==> config.mk <==
export PLATFORM = sky130hd
export DESIGN_NAME = adder_op_sequencer
export DESIGN_NICKNAME = d
export VERILOG_FILES = /design/src/rtl/adder_op_sequencer.sv
export SDC_FILE = /design/constraint.sdc
export NUM_CORES = 1
export LEC_CHECK = 0
export CORE_ASPECT_RATIO = 0.7
export CORE_MARGIN = 4
export CORE_UTILIZATION = 45
export DETAILED_ROUTE_END_ITERATION = 12
export GPL_TIMING_DRIVEN = 1
export PLACE_DENSITY = 0.79
export REMOVE_ABC_BUFFERS = 1
export SETUP_SLACK_MARGIN = 0.05
export SLEW_MARGIN = 20
export SYNTH_ARGS = -nofsm -noshare
export SYNTH_HDL_FRONTEND = slang
export SYNTH_SLANG_ARGS = --single-unit
==> constraint.sdc <==
create_clock -name CLK -period 2.7 [get_ports CLK]
set_clock_uncertainty 0.15 [all_clocks]
set_input_delay 0.405 -clock CLK [delete_from_list [all_inputs] [get_ports CLK]]
set_output_delay 0.405 -clock CLK [all_outputs]
set_load 0.01 [all_outputs]
==> src/rtl/adder_op_sequencer.sv <==
// Operand sequencer for the registered 8-bit adder: collects command/A/B bytes, issues one
// operation, waits ADDER_LAT cycles, then returns Q/RCO. Optional macro: SEQ_CHAIN_EN.
module adder_op_sequencer #(
  parameter int ADDER_LAT = 2
) (
  input  logic       CLK,
  input  logic       RESET_N,
  input  logic       IN_VALID,
  output logic       IN_READY,
  input  logic [7:0] IN_DATA,
  output logic       ADD_EN,
  output logic [1:0] ADD_MODO,
  output logic [7:0] ADD_A,
  output logic [7:0] ADD_B,
  output logic       ADD_CIN,
  input  logic [7:0] ADD_Q,
  input  logic       ADD_RCO,
  output logic       OUT_VALID,
  input  logic       OUT_READY,
  output logic [7:0] OUT_Q,
  output logic       OUT_RCO,
  output logic       BUSY
);

  typedef enum logic [2:0] {
    S_CMD,
    S_GET_A,
    S_GET_B,
    S_ISSUE,
    S_WAIT,
    S_OUT
  } state_t;

  state_t     state, state_nxt;
  logic [3:0] lat_cnt;
  logic       alive;
  logic       chain_sel;

`ifdef SEQ_CHAIN_EN
  logic       chain;
  logic [3:0] unused_bits;
  assign chain_sel   = chain;
  assign unused_bits = IN_DATA[7:4];
`else
  logic [4:0] unused_bits;
  assign chain_sel   = 1'b0;
  assign unused_bits = IN_DATA[7:3];
`endif

  // alive keeps IN_READY low while reset is held and during the release cycle
  always_comb begin
    state_nxt = state;
    IN_READY  = 1'b0;
    ADD_EN    = 1'b0;
    OUT_VALID = 1'b0;
    BUSY      = 1'b1;
    case (state)
      S_CMD: begin
        BUSY     = 1'b0;
        IN_READY = alive;
        if (IN_VALID && alive) state_nxt = S_GET_A;
      end
      S_GET_A: begin
        IN_READY = 1'b1;
        if (IN_VALID) state_nxt = chain_sel ? S_ISSUE : S_GET_B;
      end
      S_GET_B: begin
        IN_READY = 1'b1;
        if (IN_VALID) state_nxt = S_ISSUE;
      end
      S_ISSUE: begin
        ADD_EN    = 1'b1;
        state_nxt = S_WAIT;
      end
      S_WAIT: begin
        if (lat_cnt == 4'd0) state_nxt = S_OUT;
      end
      S_OUT: begin
        OUT_VALID = 1'b1;
        if (OUT_READY) state_nxt = S_CMD;
      end
      default: begin
        BUSY      = 1'b0;
        state_nxt = S_CMD;
      end
    endcase
  end

  always_ff @(posedge CLK or negedge RESET_N) begin
    if (!RESET_N) begin
      state    <= S_CMD;
      alive    <= 1'b0;
      lat_cnt  <= 4'd0;
      ADD_MODO <= 2'd0;
      ADD_CIN  <= 1'b0;
      ADD_A    <= 8'd0;
      ADD_B    <= 8'd0;
      OUT_Q    <= 8'd0;
      OUT_RCO  <= 1'b0;
`ifdef SEQ_CHAIN_EN
      chain    <= 1'b0;
`endif
    end else begin
      state <= state_nxt;
      alive <= 1'b1;
      case (state)
        S_CMD: begin
          if (IN_VALID && alive) begin
            ADD_MODO <= IN_DATA[1:0];
            ADD_CIN  <= IN_DATA[2];
`ifdef SEQ_CHAIN_EN
            chain    <= IN_DATA[3];
`endif
          end
        end
        S_GET_A: begin
          if (IN_VALID) begin
            ADD_A <= IN_DATA;
            // chained operations reuse the previous result as operand B
            if (chain_sel) ADD_B <= OUT_Q;
          end
        end
        S_GET_B: begin
          if (IN_VALID) ADD_B <= IN_DATA;
        end
        S_ISSUE: begin
          lat_cnt <= 4'(ADDER_LAT - 1);
        end
        S_WAIT: begin
          if (lat_cnt == 4'd0) begin
            OUT_Q   <= ADD_Q;
            OUT_RCO <= ADD_RCO;
          end else begin
            lat_cnt <= lat_cnt - 4'd1;
          end
        end
        default: ;
      endcase
    end
  end

endmodule
# Word level (Yosys, flattened, before mapping)
# Cells that the tools add are included.
[totals]
out_inout_bits = 32
wordCells = 45
in_bits = 21
regBits = 36
[classes]
eq_ne = 11
mux = 12
reduce_logical = 12
addsub = 1
[op_table]
columns = ["cell", "count"]
rows = [
  ["3-bit case mux with 6 select lines", 1],
  ["3-bit 2-to-1 mux", 5],
  ["2-bit inequality test (second input constant)", 6],
  ["2-bit AND reduction", 5],
  ["4-bit case mux with 2 select lines", 1],
  ["3-bit by 2-bit == test with 1-bit output (second input constant)", 2],
  ["3-bit == test (second input constant)", 2],
  ["5-bit AND reduction", 1],
  ["5-bit OR reduction", 1],
  ["4-bit logical NOT", 1],
  ["4-bit 2-to-1 mux", 1],
  ["4-bit by 1-bit subtractor with 4-bit output (second input constant)", 1],
  ["3-bit by 1-bit == test with 1-bit output (second input constant)", 1],
  ["3-bit logical NOT", 1],
  ["1-bit 2-to-1 mux", 3],
  ["1-bit case mux with 2 select lines", 1],
  ["2-bit nonzero test", 1],
  ["2-bit OR reduction", 1],
  ["1-bit logical AND", 1],
]

# Logic depth before layout (Yosys ltp)
# Gate-level depths: netlist of the first run.
[depth]
depth_word = 3
mapped_depth = 6
ltp_nobuf = 5

# Worst setup path before layout of the first run
# Ideal clock, no wire load.
[synth_path]
kind = "flip-flop to flip-flop"
from = "register lat_cnt[0]"
to = "register OUT_Q[0]"
n_path_buf = 1
t_arrival_ns = 1.812
path_stages_with_launch = 7
setup_ns = 0.125
period_less_slack_ns = 2.087
setup_slack_ns = 0.613
required_ns = 2.425
cell_sequence = "dfrtp_1 inv_1 ha_1 or3b_4 or3_1 buf_6 mux2_4"
[synth_between]
elab_chain_cells = 2
[synth_rtl]
columns = ["element", "line_no", "rtl"]
rows = [
  ["start: declaration", "35", "logic [3:0] lat_cnt;"],
  ["start signal: assignment", "127", "lat_cnt <= 4'(ADDER_LAT - 1);"],
  ["start signal: assignment", "134", "lat_cnt <= lat_cnt - 4'd1;"],
  ["4-bit logical NOT", "130", "if (lat_cnt == 4'd0) begin"],
  ["2-bit AND reduction (no line)", "-", ""],
  ["end signal: assignment", "98", "OUT_Q <= 8'd0;"],
  ["end signal: assignment", "131", "OUT_Q <= ADD_Q;"],
  ["end: declaration", "20", "output logic [7:0] OUT_Q,"],
]
# Every way passes these cells.
# A chain may end at the register's enable or synchronous reset.

# Worst setup path after layout of the first run
[layout_path]
from = "register lat_cnt[0]"
to = "register OUT_Q[4]"
# Same word-level chain as after synthesis.

==> results of run 1 <==
metrics by stage:
step           hold WS, ns  utilization, %
2_1_floorplan      -0.0406               -
3_5_place_dp         0.343            65.8
6_report             0.356            69.1
3_3_place_gp         0.339            65.8
4_1_cts              0.362            69.1
5_1_grt              0.368            69.1
how the worst max path moves through the flow:
stage	start	to	slack, ns
6_report	lat_cnt[0]	OUT_Q[4]	0.31
3_5_place_dp	lat_cnt[0]	OUT_Q[7]	0.34
4_1_cts	lat_cnt[0]	OUT_Q[4]	0.31
2_1_floorplan	lat_cnt[0]	OUT_Q[0]	0.51
3_3_place_gp	lat_cnt[0]	OUT_RCO	0.44
5_1_grt	lat_cnt[0]	OUT_Q[4]	0.20
area by class of cell:
cell class	count	area, um^2
flip-flops and latches	36	901
clock buffers	6	72.6
repair buffers	54	536
well taps	47	58.8
clock inverters	2	35.0
fillers	234	1010
multi-input cells	74	634
inverters	3	11.3
cells in the mapped netlist:
library cell / count / area share [%]
clkbuf_1: 2 / 0.48
a21o_1: 1 / 0.48
o41ai_1: 1 / 0.56
o221ai_1: 1 / 0.56
a311oi_1: 1 / 0.56
and3_2: 1 / 0.48
or2_1: 1 / 0.40
nand2b_1: 2 / 0.79
inv_1: 3 / 0.71
o21ai_0: 1 / 0.32
o311a_1: 1 / 0.64
or3_2: 1 / 0.48
a211oi_1: 1 / 0.48
mux2_2: 19 / 14
nor2_1: 5 / 1.2
nand3b_1: 1 / 0.48
mux2_4: 9 / 8.6
buf_2: 2 / 0.64
nand3_1: 2 / 0.64
nor2b_1: 1 / 0.40
conb_1: 1 / 0.24
nand4_1: 1 / 0.40
and2_1: 1 / 0.40
o211a_1: 2 / 1.3
a21oi_1: 8 / 2.5
ha_1: 1 / 0.79
dfrtp_1: 36 / 57
nand2_1: 5 / 1.2
buf_6: 1 / 0.71
or3b_4: 1 / 0.71
a211o_1: 1 / 0.56
and3_1: 1 / 0.40
or3_1: 3 / 1.2
power groups by stage:
stage                     clock network (uW)  registers, uW  logic, uW
after floorplan                            0           1080        528
after global placement                     0            990       1240
after detailed placement                   0           1010       1270
after CTS                                462           1010       1280
after global routing                     494           1050       1350
final                                    453           1010       1270
routing by layer:
layer  routed length (um)  global-route usage (%)  share of wire (%)  vias up
met4                   33                    5.24               0.92        0
met3                  332                    6.78                9.3        6
met2                 1560                    25.9                 44       57
met5                    0                       0                  0        -
met1                 1650                    22.2                 46      571
li1                     -                       -                  -      532
critical path, cell delays in order (launching register included):
cell,delay (ns)
dfrtp_1,0.40
inv_1,0.12
ha_1,0.23
or3b_4,0.42
or3_1,0.57
mux2_4,0.39
cells by family after synthesis:
group	share of synthesized area [%]
DFF	57.2
muxes	22.2
and+or+nand+nor	9.14
AOI/OAI and AO/OA	7.94
buffers and inverters	2.54
adders and majority gates	0.794
other	0.238
sequential cells by signal, indices dropped and copies added (netlist names):
| register | flops |
|---|---|
| OUT_RCO | 1 |
| alive | 1 |
| ADD_A | 8 |
| ADD_B | 8 |
| ADD_CIN | 1 |
| ADD_MODO | 2 |
| OUT_Q | 8 |
| lat_cnt | 4 |
| state | 3 |
==> flow_metrics.py, run 1 <==
metrics = {
    "grt": {
        "antenna_found_initial": 0,
        "grt_usage_pct": 16.9,
        "overflow": 0,
        "grt_max_degree": 37,
        "first_global_vias": 1171,
        "grt_pass1_wl_mm": 5.86,
    },
    "power": {
        "p_leak_uw": 0.000994,
        "p_clk_share_pct": 16.6,
        "power_switching_uw": 864,
        "pwr-share-seq_pct": 36.9,
        "power_uw": 2730,
        "internal_power_uw": 1860,
        "power_density_mw_per_mm2": 1210,
        "combPwrFrac_pct": 46.4,
        "power.share.switching_pct": 31.7,
        "peakVddDrop_mv": 0.628,
    },
    "timing": {
        "slew_violations": 0,
        "maxSlewHeadroom_pct": 63.6,
        "setup_viol_count_final": 0,
        "period_needed_ns": 2.39,
        "tightestPinTransition_ns": 0.545,
        "rsz0062_at_grt": "no",
        "fin_ws_ns": 0.312,
        "setup_tns_ns": 0,
        "hold_viol_final": 0,
        "fin_crit_sh_pct": 88.4,
        "fmax_ghz": 0.419,
    },
    "synthesis": {
        "syn_inst": 118,
        "ys_types": 33,
        "syn-cell-area_mm2": 0.00158,
        "avgSynthCellArea_um2": 13.3,
        "synth_warnings": 0,
        "synth-seq-area-share_pct": 57.2,
        "ys_ff_latch": 36,
    },
    "worst_setup_path": {
        "critPathKind": "register to register",
        "crit_required_ns": 2.71,
        "r2r_start": "lat_cnt[0]",
        "rr_worst_depth": 5,
        "reg2reg_to": "OUT_Q[4]",
        "end_kind": "register",
        "worstPathMaxFanout": 9,
        "regToRegSetupSlack_ns": 0.31,
        "crit_path_start_kind": "register",
        "crit_arrival_ns": 2.40,
    },
    "route": {
        "via_per_inst": 5.25,
        "vias": 1166,
        "drt-initial-drc-count": 50,
        "drc_errors": 0,
        "wl_mm": 3.57,
        "firstDrtPassIters": 4,
        "routedWlPerCell_um": 16.1,
        "final_antenna_net_count": 0,
    },
    "cts": {
        "holdBufCountCts": 0,
        "htreeDepth": 2,
        "clk_path_buf_depth": 2,
        "cts_root_buf": "clkbuf_8",
        "clock_sinks": 36,
        "post_cts_resized": 0,
        "cts_setup_buffers": 0,
        "insertion_delay_ns": 0.28,
        "clk_pin_slew_ns": 0.07,
        "cts_tree": "done",
        "cts_buffers": 5,
    },
    "finish": {
        "layout.nets": 196,
        "syn_to_final_growth_pct": 42.7,
        "finish.instance_area_mm2": 0.00225,
        "post_route_cells_drive_above_1_share_pct": 22.9,
        "final_cell_mix": "clkdlybuf4s50_1 (52), dfrtp_1 (36), mux2_2 (19), mux2_4 (9), a21oi_1 (8)",
        "diodes": 0,
        "final_common_cell": "clkdlybuf4s50_1",
        "final_cells": 222,
    },
    "placed_design": {
        "place_congestion": 0.802,
        "portBuffers": 52,
        "placedCellCount": 214,
        "dp.final_hpwl_mm": 2.61,
        "dpl_worst_slack_ns": 0.344,
        "dpl_cell_area_mm2": 0.00214,
    },
    "run": {
        "cap_violations": 0,
    },
    "outcome": {
        "status": "complete, no violations",
    },
    "hold_path": {
        "hold_depth": 1,
        "hp-class": "register to register",
        "hold_end": "ADD_A[4]",
        "worstHoldStart": "ADD_A[4]",
    },
    "die": {
        "fp.coreArea_mm2": 0.00325,
        "start_util_pct": 48.4,
        "chipWidth_um": 78.7,
        "io_pins": 53,
        "die_h_um": 57.5,
        "rows": 17,
        "dieArea_mm2": 0.00453,
    },
}
(Power assumes the default switching activity.)
==> run 2: changes to the inputs <==
--- a/config.mk
+++ b/config.mk
@@ -10,6 +10,7 @@
 export CORE_UTILIZATION = 45
 export DETAILED_ROUTE_END_ITERATION = 12
 export GPL_TIMING_DRIVEN = 1
+export MAX_ROUTING_LAYER = met4
 export PLACE_DENSITY = 0.79
 export REMOVE_ABC_BUFFERS = 1
 export SETUP_SLACK_MARGIN = 0.05
==> run 2 against run 1 <==
Against the previous run: sequential power is essentially flat; power is essentially flat; highest routed layer unchanged; clock power about the same; combinational power barely moved; routed wire length up 0.17%; non-clock buffer count did not move; sequential share of layout area did not move; core utilization unchanged; global-route usage is 0.53 points higher; critical path type unchanged; register-to-register slack barely moved.
==> flow_metrics.py, run 2 (synthesis results as in run 1) <==
metrics = {
    "power": {
        "peakVddDrop_mv": 0.629,
        "power_uw": 2730,
        "p_leak_uw": 0.000994,
        "power_density_mw_per_mm2": 1210,
    },
    "timing": {
        "slew_violations": 0,
        "setup_tns_ns": 0,
        "tightestPinTransition_ns": 0.545,
        "period_needed_ns": 2.39,
        "rsz0062_at_grt": "no",
        "fin_ws_ns": 0.311,
        "fin_crit_sh_pct": 88.5,
        "fin_hold_ws_ns": 0.356,
        "setup_viol_count_final": 0,
        "hold_viol_final": 0,
        "maxSlewHeadroom_pct": 63.6,
        "fmax_ghz": 0.419,
    },
    "finish": {
        "finish.instance_area_mm2": 0.00225,
        "final_cell_mix": "clkdlybuf4s50_1 (52), dfrtp_1 (36), mux2_2 (19), mux2_4 (9), a21oi_1 (8)",
        "layout.nets": 196,
        "top_regs": "ADD_A (8), ADD_B (8), OUT_Q (8)",
        "final_common_cell": "clkdlybuf4s50_1",
        "diodes": 0,
        "syn_to_final_growth_pct": 42.7,
        "post_route_cells_drive_above_1_share_pct": 22.9,
    },
    "die": {
        "fp.coreArea_mm2": 0.00325,
        "die_h_um": 57.5,
        "chipWidth_um": 78.7,
        "dieArea_mm2": 0.00453,
        "start_util_pct": 48.4,
        "io_pins": 53,
        "rows": 17,
    },
    "cts": {
        "insertion_delay_ns": 0.28,
        "htreeDepth": 2,
        "post_cts_resized": 0,
        "cts_setup_buffers": 0,
        "cts_tree": "done",
        "clk_pin_slew_ns": 0.07,
        "clock_sinks": 36,
        "cts_buffers": 5,
        "cts_root_buf": "clkbuf_8",
        "holdBufCountCts": 0,
        "clk_path_buf_depth": 2,
    },
    "route": {
        "drt-initial-drc-count": 52,
        "firstDrtPassIters": 4,
        "via_per_inst": 5.24,
        "final_antenna_net_count": 0,
        "routedWlPerCell_um": 16.1,
        "drc_errors": 0,
        "vias": 1164,
        "wl_mm": 3.58,
    },
    "placed_design": {
        "dp.final_hpwl_mm": 2.61,
        "place_congestion": 0.814,
        "dpl_cell_area_mm2": 0.00214,
        "dpl_worst_slack_ns": 0.344,
        "portBuffers": 52,
    },
    "run": {
        "cap_violations": 0,
    },
    "grt": {
        "grt_usage_pct": 17.5,
        "grt_pass1_wl_mm": 5.84,
        "met3_usage_pct": 5.99,
        "grt_use_met2_pct": 25.9,
        "antenna_found_initial": 0,
        "met1_usage_pct": 22.7,
        "first_global_vias": 1175,
        "busiest_layer": "met2",
        "overflow": 0,
        "grt_max_degree": 37,
    },
    "worst_setup_path": {
        "critPathKind": "register to register",
        "worstPathCellList": "inv_1, ha_1, or3b_4, or3_1, mux2_4",
        "crit_family": "simple AND/OR/NAND/NOR gates",
        "crit_required_ns": 2.71,
        "worstPathMaxFanout": 9,
        "crit_arrival_ns": 2.40,
        "end_kind": "register",
        "worst_path_max_delay_cell": "or3_1",
        "worst-path-buf-inv": 1,
        "slowest_delay_ns": 0.57,
        "crit_path_start_kind": "register",
    },
    "outcome": {
        "status": "complete, no violations",
    },
    "hold_path": {
        "hp-class": "register to register",
    },
}
[run 2: cell counts in the layout (fill, tap and decap cells not counted)]
No cell type changed its count.
[run 2: cell type report]
| class | instances | area [um^2] |
|---|---|---|
| clock buffer | 6 | 72.6 |
| clock inverter | 2 | 35.0 |
| fill | 234 | 1010 |
| inverter | 3 | 11.3 |
| multi-input combinational | 74 | 634 |
| sequential | 36 | 901 |
| tap | 47 | 58.8 |
| timing repair buffer | 54 | 536 |
[run 2: final timing paths]
kind	slack [ns]	endpoint	depth (start not counted)	from
setup / recovery	0.31	OUT_Q[4]	5	lat_cnt[0]
hold / removal	0.36	ADD_A[4]	1	ADD_A[4]
setup reg to reg	0.31	OUT_Q[4]	5	lat_cnt[0]
hold reg to reg	0.36	ADD_A[4]	1	ADD_A[4]
max in group asynchronous	1.70	alive	2	RESET_N
min in group asynchronous	0.39	state[1]	2	RESET_N
[run 2: where the power goes]
part           switching [uW]  total, uW  leakage, uW  internal (uW)
Sequential                205       1010     0.000432            802
Clock                     178        452    0.0000552            274
Combinational             482       1270     0.000507            786
Total                     865       2730     0.000994           1860
[run 2: stage by stage]
stage	cells	utilization, %
2_1_floorplan	113	-
3_3_place_gp	214	65.8
3_5_place_dp	214	65.8
4_1_cts	222	69.1
5_1_grt	222	69.1
6_report	222	69.1
[run 2: per-layer routing]
layer | vias to the layer above | share of wire, %
met4 | 0 | 0.17
met3 | 2 | 9.2
met1 | 572 | 46
met2 | 57 | 44
li1 | 533 | -
met5 | - | 0
[run 2: worst register-to-register path, stage by stage (launching register included)]
cell     delay, ns
dfrtp_1       0.39
inv_1         0.13
ha_1          0.23
or3b_4        0.42
or3_1         0.57
mux2_4        0.39
